==> src/rtl/apbspi_apb_slave.sv <==
// rtl/apbspi_apb_slave.sv - APB4 slave engine forwarding range-checked accesses to the SPI register bank.
// Optional ack timeout is compiled in with `define APBSPI_APB_TIMEOUT_EN.
module apbspi_apb_slave #(
   parameter int                    ADDR_WIDTH     = 32,
   parameter int                    DATA_WIDTH     = 32,
   parameter int                    NUM_REGS       = 16,
   parameter logic [ADDR_WIDTH-1:0] BASE_ADDR      = '0,
   parameter int                    TIMEOUT_CYCLES = 16
) (
   input  logic                        pclk,
   input  logic                        presetn,
   input  logic [ADDR_WIDTH-1:0]       paddr,
   input  logic                        psel,
   input  logic                        penable,
   input  logic                        pwrite,
   input  logic [DATA_WIDTH-1:0]       pwdata,
   input  logic [DATA_WIDTH/8-1:0]     pstrb,
   output logic [DATA_WIDTH-1:0]       prdata,
   output logic                        pready,
   output logic                        pslverr,
   output logic                        reg_req,
   output logic                        reg_we,
   output logic [$clog2(NUM_REGS)-1:0] reg_addr,
   output logic [DATA_WIDTH-1:0]       reg_wdata,
   output logic [DATA_WIDTH/8-1:0]     reg_strb,
   input  logic                        reg_ack,
   input  logic [DATA_WIDTH-1:0]       reg_rdata,
   input  logic                        reg_err
);
   localparam int SW    = DATA_WIDTH / 8;
   localparam int RAW   = $clog2(NUM_REGS);
   localparam int SHIFT = $clog2(SW);
   localparam logic [ADDR_WIDTH-1:0] ALIGN_MASK = ADDR_WIDTH'(SW - 1);
   localparam logic [ADDR_WIDTH-1:0] NREGS      = ADDR_WIDTH'(NUM_REGS);

   typedef enum logic [1:0] {S_IDLE, S_WAIT, S_DONE} state_t;
   state_t state, state_nxt;

   logic [ADDR_WIDTH-1:0] offset, word_idx;
   logic                  setup, legal, timeout;
   logic [DATA_WIDTH-1:0] prdata_nxt, reg_wdata_nxt;
   logic [SW-1:0]         reg_strb_nxt;
   logic [RAW-1:0]        reg_addr_nxt;
   logic                  pready_nxt, pslverr_nxt, reg_req_nxt, reg_we_nxt;

   assign setup    = psel && !penable;
   assign offset   = paddr - BASE_ADDR;
   assign word_idx = offset >> SHIFT;
   assign legal    = (paddr >= BASE_ADDR) && ((offset & ALIGN_MASK) == '0) && (word_idx < NREGS);

`ifdef APBSPI_APB_TIMEOUT_EN
   localparam int CW = $clog2(TIMEOUT_CYCLES);
   logic [CW-1:0] wait_cnt;

   // Counter value equals the number of ack-less WAIT cycles already completed.
   always_ff @(posedge pclk or negedge presetn) begin
      if (!presetn)              wait_cnt <= '0;
      else if (state != S_WAIT)  wait_cnt <= '0;
      else if (!reg_ack)         wait_cnt <= wait_cnt + CW'(1);
   end
   assign timeout = (state == S_WAIT) && !reg_ack && (wait_cnt == CW'(TIMEOUT_CYCLES - 1));
`else
   assign timeout = 1'b0;
`endif

   always_ff @(posedge pclk or negedge presetn) begin
      if (!presetn) begin
         state     <= S_IDLE;
         prdata    <= '0;
         pready    <= 1'b0;
         pslverr   <= 1'b0;
         reg_req   <= 1'b0;
         reg_we    <= 1'b0;
         reg_addr  <= '0;
         reg_wdata <= '0;
         reg_strb  <= '0;
      end else begin
         state     <= state_nxt;
         prdata    <= prdata_nxt;
         pready    <= pready_nxt;
         pslverr   <= pslverr_nxt;
         reg_req   <= reg_req_nxt;
         reg_we    <= reg_we_nxt;
         reg_addr  <= reg_addr_nxt;
         reg_wdata <= reg_wdata_nxt;
         reg_strb  <= reg_strb_nxt;
      end
   end

   always_comb begin
      state_nxt = state;
      case (state)
         S_IDLE: if (setup) state_nxt = legal ? S_WAIT : S_DONE;
         S_WAIT: begin
            if (!psel)                   state_nxt = S_IDLE;
            else if (reg_ack || timeout) state_nxt = S_DONE;
         end
         default: state_nxt = S_IDLE;
      endcase
   end

   // Outputs are registered, so this computes their values for the next cycle.
   always_comb begin
      prdata_nxt    = prdata;
      pready_nxt    = 1'b0;
      pslverr_nxt   = 1'b0;
      reg_req_nxt   = 1'b0;
      reg_we_nxt    = reg_we;
      reg_addr_nxt  = reg_addr;
      reg_wdata_nxt = reg_wdata;
      reg_strb_nxt  = reg_strb;
      case (state)
         S_IDLE: begin
            if (setup && legal) begin
               reg_req_nxt   = 1'b1;
               reg_we_nxt    = pwrite;
               reg_addr_nxt  = word_idx[RAW-1:0];
               reg_wdata_nxt = pwdata;
               reg_strb_nxt  = pwrite ? pstrb : '0;
            end else if (setup) begin
               pready_nxt  = 1'b1;
               pslverr_nxt = 1'b1;
               prdata_nxt  = '0;
            end
         end
         S_WAIT: begin
            if (psel && reg_ack) begin
               pready_nxt  = 1'b1;
               pslverr_nxt = reg_err;
               if (reg_err)      prdata_nxt = '0;
               else if (!reg_we) prdata_nxt = reg_rdata;
            end else if (psel && timeout) begin
               pready_nxt  = 1'b1;
               pslverr_nxt = 1'b1;
               prdata_nxt  = '0;
            end
         end
         default: ;
      endcase
   end
endmodule

==> config.mk <==
export PLATFORM = sky130hd
export DESIGN_NAME = apbspi_apb_slave
export DESIGN_NICKNAME = d
export VERILOG_FILES = /design/src/rtl/apbspi_apb_slave.sv
export SDC_FILE = /design/constraint.sdc
export NUM_CORES = 1
export LEC_CHECK = 0
export CAP_MARGIN = 20
export CORE_ASPECT_RATIO = 0.75
export CORE_MARGIN = 5
export CORE_UTILIZATION = 35
export DETAILED_ROUTE_END_ITERATION = 10
export PLACE_DENSITY = 0.75
export SLEW_MARGIN = 0
export SYNTH_ARGS = -nofsm -noshare
export SYNTH_HDL_FRONTEND = slang
export SYNTH_SLANG_ARGS = --single-unit
==> constraint.sdc <==
create_clock -name pclk -period 2.85 [get_ports pclk]
set_input_delay 0.855 -clock pclk [delete_from_list [all_inputs] [get_ports pclk]]
set_output_delay 0.855 -clock pclk [all_outputs]
set_load 0.01 [all_outputs]
==> metrics.md, run 1 <==
| Metric | Value |
|---|---|
| Static Leak | 2.37 nW |
| Post-Route WL | a little over 9000 um |
| Placed cell count | 554 |
| Minimum clock period | between 2000 and 3000 ps |
| Post-DP HPWL | 7050 um |
| Endpoints failing setup | 0 |
| Maximum VDD drop | 0.415 mV |
| Via count | 2673 |
| Post-Layout Inst Area | 5480 um^2 |
| Clock insertion delay at the later pin of the skew report | ~320 ps |
| Yosys warnings | 0 |
| Synthesized area | 3180 um^2 |
| Max Slew Vio Count | 0 |
| CTS tree | done |
| CP Max Fanout | 24 |
| Ys flop type | dfrtp_1 |
| Xor and xnor area share after synthesis | 0% |
| Area Growth Syn to Fin | 72.0% |
| Outcome | complete, no violations |
| Synth cell types | 24 |
| Initial Util | 35.5% |
| Router iterations before antenna repair | 4 |
| Routability congestion estimate | about 0.77 |
| Antenna diodes | 0 |
| Worst hold path type | flop to flop |
| CTS Root Cell | clkbuf_16 |
| Critical Path RT | around 3100 ps |
| CTS sink cnt | between 70 and 80 |
| Pre-CTS setup slack | -17.6 ps |
| Startpoint Class | input port |
| Maximum buffer depth of the clock tree | 2 |
| Unrepaired setup endpoints after global routing | no |
| Post-Syn Nets | 367 |
| Post-cts sizing count | 0 |
| Total core area | 8970 um^2 |
| Initial antenna violation count | 0 |
| Worst min-delay path startpoint | reg_strb[0]$_DFFE_PN0P_ |
| Die Height | 92.6 um |
| Clock slew at reported path FFs | 50 ps |
| Reg2Reg Capture Point | reg_addr[2]$_DFFE_PN0P_ |
| I/O Buffers | 182 |
| Proportion of layout cells with a drive suffix above 1 | 15.1% |
| Pwr Density | 422 nW/um^2 |
| CP delay by family, top | simple AND/OR/NAND/NOR gates |
| Avg Cell Area, Syn | between 10 and 15 um^2 |
| Power Total | 2.31 mW |
| Hold_buf cts | 0 |
| CTS HTree Levels | 3 |
| Post-DRT Antenna Nets | 0 |
| Layout Nets | 560 |
| DRC | 0 |
| Hold Vio Cnt, Final | 0 |
| Seq/Total Area, Yosys | 61.3% |
| EDFF count, synth | 0 |
| Worst hold slack | 504 ps |
| Path depth of the worst reg2reg path | 5 |
| Critical Path AT | 2730 ps |
| Worst Tran Pin Value | between 600 and 700 ps |
| Vias/cell | 4.71 |
| Row cnt | 30 |
| First-pass GRT wire length | 14700 um |
| Worst R2R Start | state[0]$_DFFE_PN0P_ |
| Worst path cell trace | clkdlybuf4s50_1 -> or4b_4 -> nand4b_4 -> nor2_4 -> buf_12 -> mux2_2 |
| Largest net degree at the start of global routing | 53 |
| Asr flop ratio synth | 100% |
| Max-Cap Viols | 0 |
| Fin util | roughly three fifths |
| Layout Skew | approximately 3 ps |
| Placement Cell Area | between 5000 and 6000 um^2 |
| Vias in the first global route | 2852 |
| Worst Hold End | reg_strb[0]$_DFFE_PN0P_ |
| FMAX | 0.397 GHz |
| Worst hold stages | 2 |
| Largest family of logic cells by synthesized area | multiplexers |
| Simple logic cell fraction of the synthesized area | approximately an eighth |
| Rel. slew slack | 55.0% |
| Final worst setup slack | 330 ps |
| Bufs and invs on worst path | 2 |
| Synth Area in Compound Gates | 7.35% |
| Yosys reg bits | between 70 and 80 |
| Critical Path End Type | flop |
| Grt ovf | 0 |
| Max stage delay on crit path | 470 ps |
| Die width | around 120 um |
| Cell count after synthesis | 260 |
| Top-Level Pins | 183 |
| Violation count after the first detailed-route iteration | 164 |
| Post-CTS setup buffers | 0 |
| Mux share of post-synthesis cell area | 15.3% |
| Setup TNS Final | 0 ps |
| Slowest-stage cell, CP | clkdlybuf4s50_1 |
| GRT Resource Usage Total | 16.8% |
| CTS Buf Count | 9 |
| Adder-Cell Fraction of Synth Area | 0% |
| Die Area | about 11000 um^2 |
| WL/cell | roughly 16 um |
| Final critical-path share of the clock period | 88.4% |
| Final Non-Filler Cells | 568 |
| Crit Path Class | input port to flop |
| Reg2Reg Setup Slack | 850 ps |
## cell usage after synthesis, types with 2 or more instances
cell	instances	share of area, %
dfrtp_1	78	61
nand2_1	68	8.0
o21ai_0	36	5.7
mux2_4	19	9.0
mux2_2	18	6.4
clkbuf_1	10	1.2
nor4_1	7	1.4
o31ai_1	4	0.94
nand2b_1	3	0.59
buf_12	2	1.3
nand3_1	2	0.31
## cells in the final DEF, fill, tap and decap left out
cell,n
o31ai_1,4
clkdlybuf4s50_1,181
dfrtp_1,78
buf_12,5
clkinv_2,2
nand2_1,68
nand3_1,2
nand3b_1,1
buf_4,10
and4b_1,1
nand2b_1,3
nor4_1,7
o22ai_1,1
o21ba_2,1
clkbuf_1,2
a21o_1,1
nor3_2,1
mux2_2,18
nand4b_4,1
clkbuf_8,1
nand4_1,1
o21ai_0,36
nand4b_1,1
nor2_4,1
clkbuf_16,9
or4b_4,1
mux2_4,19
## logic make-up (layout without fill, tap and decap cells)
kind of cell,Yosys count,in the layout
muxes,37,37
AOI/OAI and AO/OA,43,43
buffers and inverters,14,210
and+or+nand+nor,88,88
DFF,78,78
## power breakdown
| part | internal [mW] | total, mW | switching (mW) |
|---|---|---|---|
| logic | 0.144 | 0.202 | 0.0576 |
| clock network | 0.600 | 0.998 | 0.397 |
| registers | 1.11 | 1.11 | 0.00105 |
| total | 1.85 | 2.31 | 0.456 |
## how the worst max path moves through the flow
stage          startpoint                        end  depth (start not counted)
2_1_floorplan   paddr[19]  reg_wdata[10]$_DFFE_PN0P_                          6
3_3_place_gp         psel  reg_wdata[28]$_DFFE_PN0P_                          6
3_5_place_dp         psel   reg_wdata[0]$_DFFE_PN0P_                          6
4_1_cts              psel    reg_addr[2]$_DFFE_PN0P_                          6
5_1_grt          paddr[1]    reg_addr[3]$_DFFE_PN0P_                          6
6_report             psel    reg_addr[2]$_DFFE_PN0P_                          6
## layout make-up
cell class	instances	area, um^2
repair buffers	196	1990
multi-input cells	168	1140
clock buffers	12	246
fillers	752	3490
clock inverters	2	10.0
well taps	112	140
flip-flops and latches	78	1950
## worst reg2reg max path, stage by stage (launching register included)
cell and delay, ps:
dfrtp_1 400, or4b_4 550, nand4b_4 210, nor2_4 170, buf_12 210, mux2_2 360
## routing by layer
layer / global-route usage [%] / wire (um) / vias to the layer above
met3: 9.10 / 1030 / 14
met4: 5.43 / 160 / 0
met1: 19.8 / 3620 / 1277
met2: 26.4 / 4270 / 107
met5: 0 / 0 / -
li1: - / - / 1275
## flip-flops by register name, summed over array words and instances, names as in the netlist
register   cells
reg_req        1
reg_we         1
prdata        32
state          2
pslverr        1
reg_strb       4
pready         1
reg_wdata     32
reg_addr       4
(Power assumes the default switching activity.)
==> run 2: changes to the inputs <==
--- a/config.mk
+++ b/config.mk
@@ -10,6 +10,7 @@
 export CORE_MARGIN = 5
 export CORE_UTILIZATION = 35
 export DETAILED_ROUTE_END_ITERATION = 10
+export GPL_TIMING_DRIVEN = 0
 export PLACE_DENSITY = 0.75
 export SLEW_MARGIN = 0
 export SYNTH_ARGS = -nofsm -noshare
==> metrics.md, run 2 (synthesized netlist as in run 1, its figures left out) <==
| Metric | Value |
|---|---|
| Outcome | complete, no violations |
| Reg2Reg Setup Slack | 690 ps (-160 ps) |
| Layout Skew | 4.10 ps (+1.11 ps) |
| Initial Util | 35.5% (unchanged) |
| Post-cts sizing count | 0 (unchanged) |
| CTS Buf Count | 9 (unchanged) |
| WL/cell | 16.2 um (+1.7%) |
| Critical Path End Type | flop |
| Proportion of layout cells with a drive suffix above 1 | 13.5% (-1.6 points) |
| Row cnt | 30 (unchanged) |
| GRT Resource Usage Total | 17.1% (+0.28 points) |
| Post-DP HPWL | 7100 um (+0.69%) |
| Die Height | 92.6 um (unchanged) |
| CP Max Fanout | 10 (-58%) |
| Router iterations before antenna repair | 6 (+2) |
| CTS sink cnt | 78 (unchanged) |
| Largest net degree at the start of global routing | 70 (+32%) |
| First-pass GRT wire length | 15000 um (+2.0%) |
| Rel. slew slack | 55.3% (+0.25 points) |
| Maximum buffer depth of the clock tree | 2 (unchanged) |
| Max-Cap Viols | 0 (unchanged) |
| Vias/cell | 4.81 (+2.2%) |
| DRC | 0 (unchanged) |
| CP delay by family, top | simple AND/OR/NAND/NOR gates |
| CTS Root Cell | clkbuf_16 |
| Startpoint Class | input port |
| Post-Route WL | 9270 um (+2.2%) |
| FMAX | 0.364 GHz (-8.1%) |
| Clock slew at reported path FFs | 50 ps (about the same) |
| Hold_buf cts | 0 (unchanged) |
| Initial antenna violation count | 0 (unchanged) |
| Routability congestion estimate | 0.756 (-1.9%) |
| Violation count after the first detailed-route iteration | 220 (+34%) |
| Crit Path Class | input port to flop |
| Antenna diodes | 0 (unchanged) |
| Post-DRT Antenna Nets | 0 (unchanged) |
| Worst hold path type | input port to asynchronous set/reset pin |
| Die Area | 11100 um^2 (unchanged) |
| Static Leak | 2.36 nW (-0.66%) |
| CTS tree | done |
| Top-Level Pins | 183 (unchanged) |
| Unrepaired setup endpoints after global routing | no |
| Critical Path RT | 3060 ps (about the same) |
| Maximum VDD drop | 0.327 mV (-21%) |
| Critical Path AT | 2950 ps (+220 ps) |
| Setup TNS Final | 0 ps (unchanged) |
| Hold Vio Cnt, Final | 0 (unchanged) |
| Post-CTS setup buffers | 0 (unchanged) |
| Minimum clock period | 2740 ps (+223 ps) |
| I/O Buffers | 182 (unchanged) |
| Die width | 120 um (unchanged) |
| Most common cell after layout, fill and taps aside | clkdlybuf4s50_1 |
| Endpoints failing setup | 0 (unchanged) |
| Worst Tran Pin Value | 665 ps (-9.83 ps) |
| Vias in the first global route | 2980 (+4.5%) |
| Grt ovf | 0 (unchanged) |
| Max stage delay on crit path | 520 ps (+50 ps) |
| Bufs and invs on worst path | 3 (+1) |
| Most frequent cells in the layout | clkdlybuf4s50_1, dfrtp_1, nand2_1, o21ai_0, mux2_4 |
| Clock insertion delay at the later pin of the skew report | 330 ps (about the same) |
| Total core area | 8970 um^2 (unchanged) |
| Final critical-path share of the clock period | 96.3% (+7.8 points) |
| Slowest-stage cell, CP | clkdlybuf4s50_1 |
| Layout Nets | 561 (+0.18%) |
| Pwr Density | 447 nW/um^2 (+6.0%) |
| Worst hold slack | 359 ps (-145 ps) |
| Max Slew Vio Count | 0 (unchanged) |
| Top Registers | prdata x32, reg_wdata x32 |
| Worst path cell trace | clkdlybuf4s50_1 -> or4b_4 -> nand4b_4 -> nor2_4 -> buf_6 -> buf_12 -> mux2_4 |
| Area Growth Syn to Fin | 71.9% (about the same) |
| CTS HTree Levels | 3 (unchanged) |
| Via count | 2746 (+2.7%) |
==> run 2: changes by cell type in the layout (fill, tap and decap cells not counted), sizes merged <==
cell    change
buf         -9
bufinv      +1
clkbuf     +10
clkinv      +1
==> run 2: final cells by class <==
| cell class | instances | area, um^2 |
|---|---|---|
| Clock inverter | 4 | 45.0 |
| Clock buffer | 12 | 256 |
| Fill cell | 778 | 3500 |
| Sequential cell | 78 | 1950 |
| Buffer | 14 | 96.3 |
| Tap cell | 112 | 140 |
| Multi-Input combinational cell | 168 | 1140 |
| Timing Repair Buffer | 183 | 1850 |
==> run 2: worst paths after layout <==
check,from,end,cells after the start
setup / recovery,psel,reg_wdata[13]$_DFFE_PN0P_,7
hold / removal,presetn,prdata[27]$_DFFE_PN0P_,1
setup reg to reg,state[0]$_DFFE_PN0P_,reg_wdata[13]$_DFFE_PN0P_,6
hold reg to reg,reg_wdata[4]$_DFFE_PN0P_,reg_wdata[4]$_DFFE_PN0P_,1
max in group asynchronous,presetn,reg_wdata[20]$_DFFE_PN0P_,2
min in group pclk,reg_wdata[4]$_DFFE_PN0P_,reg_wdata[4]$_DFFE_PN0P_,1
==> run 2: per-stage QoR <==
stage          cell area (um^2)  std cells  total power, mW  util, %  setup slack [ps]
2_1_floorplan              3180        260             1.15        -               418
3_3_place_gp               5150        554             1.32     57.4             -1850
3_5_place_dp               5170        555             1.33     57.6              -248
4_1_cts                    5470        571             2.48     61.0               105
5_1_grt                    5470        571             2.55     61.0              36.1
6_report                   5470        571             2.45     61.0               106
==> run 2: report_power, final <==
group | internal (mW) | leakage [nW] | switching (mW)
sequential | 1.11 | 1.09 | 0.00110
clock | 0.721 | 0.152 | 0.416
combinational | 0.140 | 1.12 | 0.0585
total | 1.97 | 2.36 | 0.476
==> run 2: per-layer routing <==
layer / GRT usage [%] / share of wire [%] / wire length, um / up-vias
met4: 4.58 / 0.68 / 63 / 0
met5: 0 / 0 / 0 / -
met3: 8.06 / 9.0 / 833 / 8
met1: 21.0 / 42 / 3900 / 1352
li1: - / - / - / 1284
met2: 27.2 / 48 / 4480 / 102
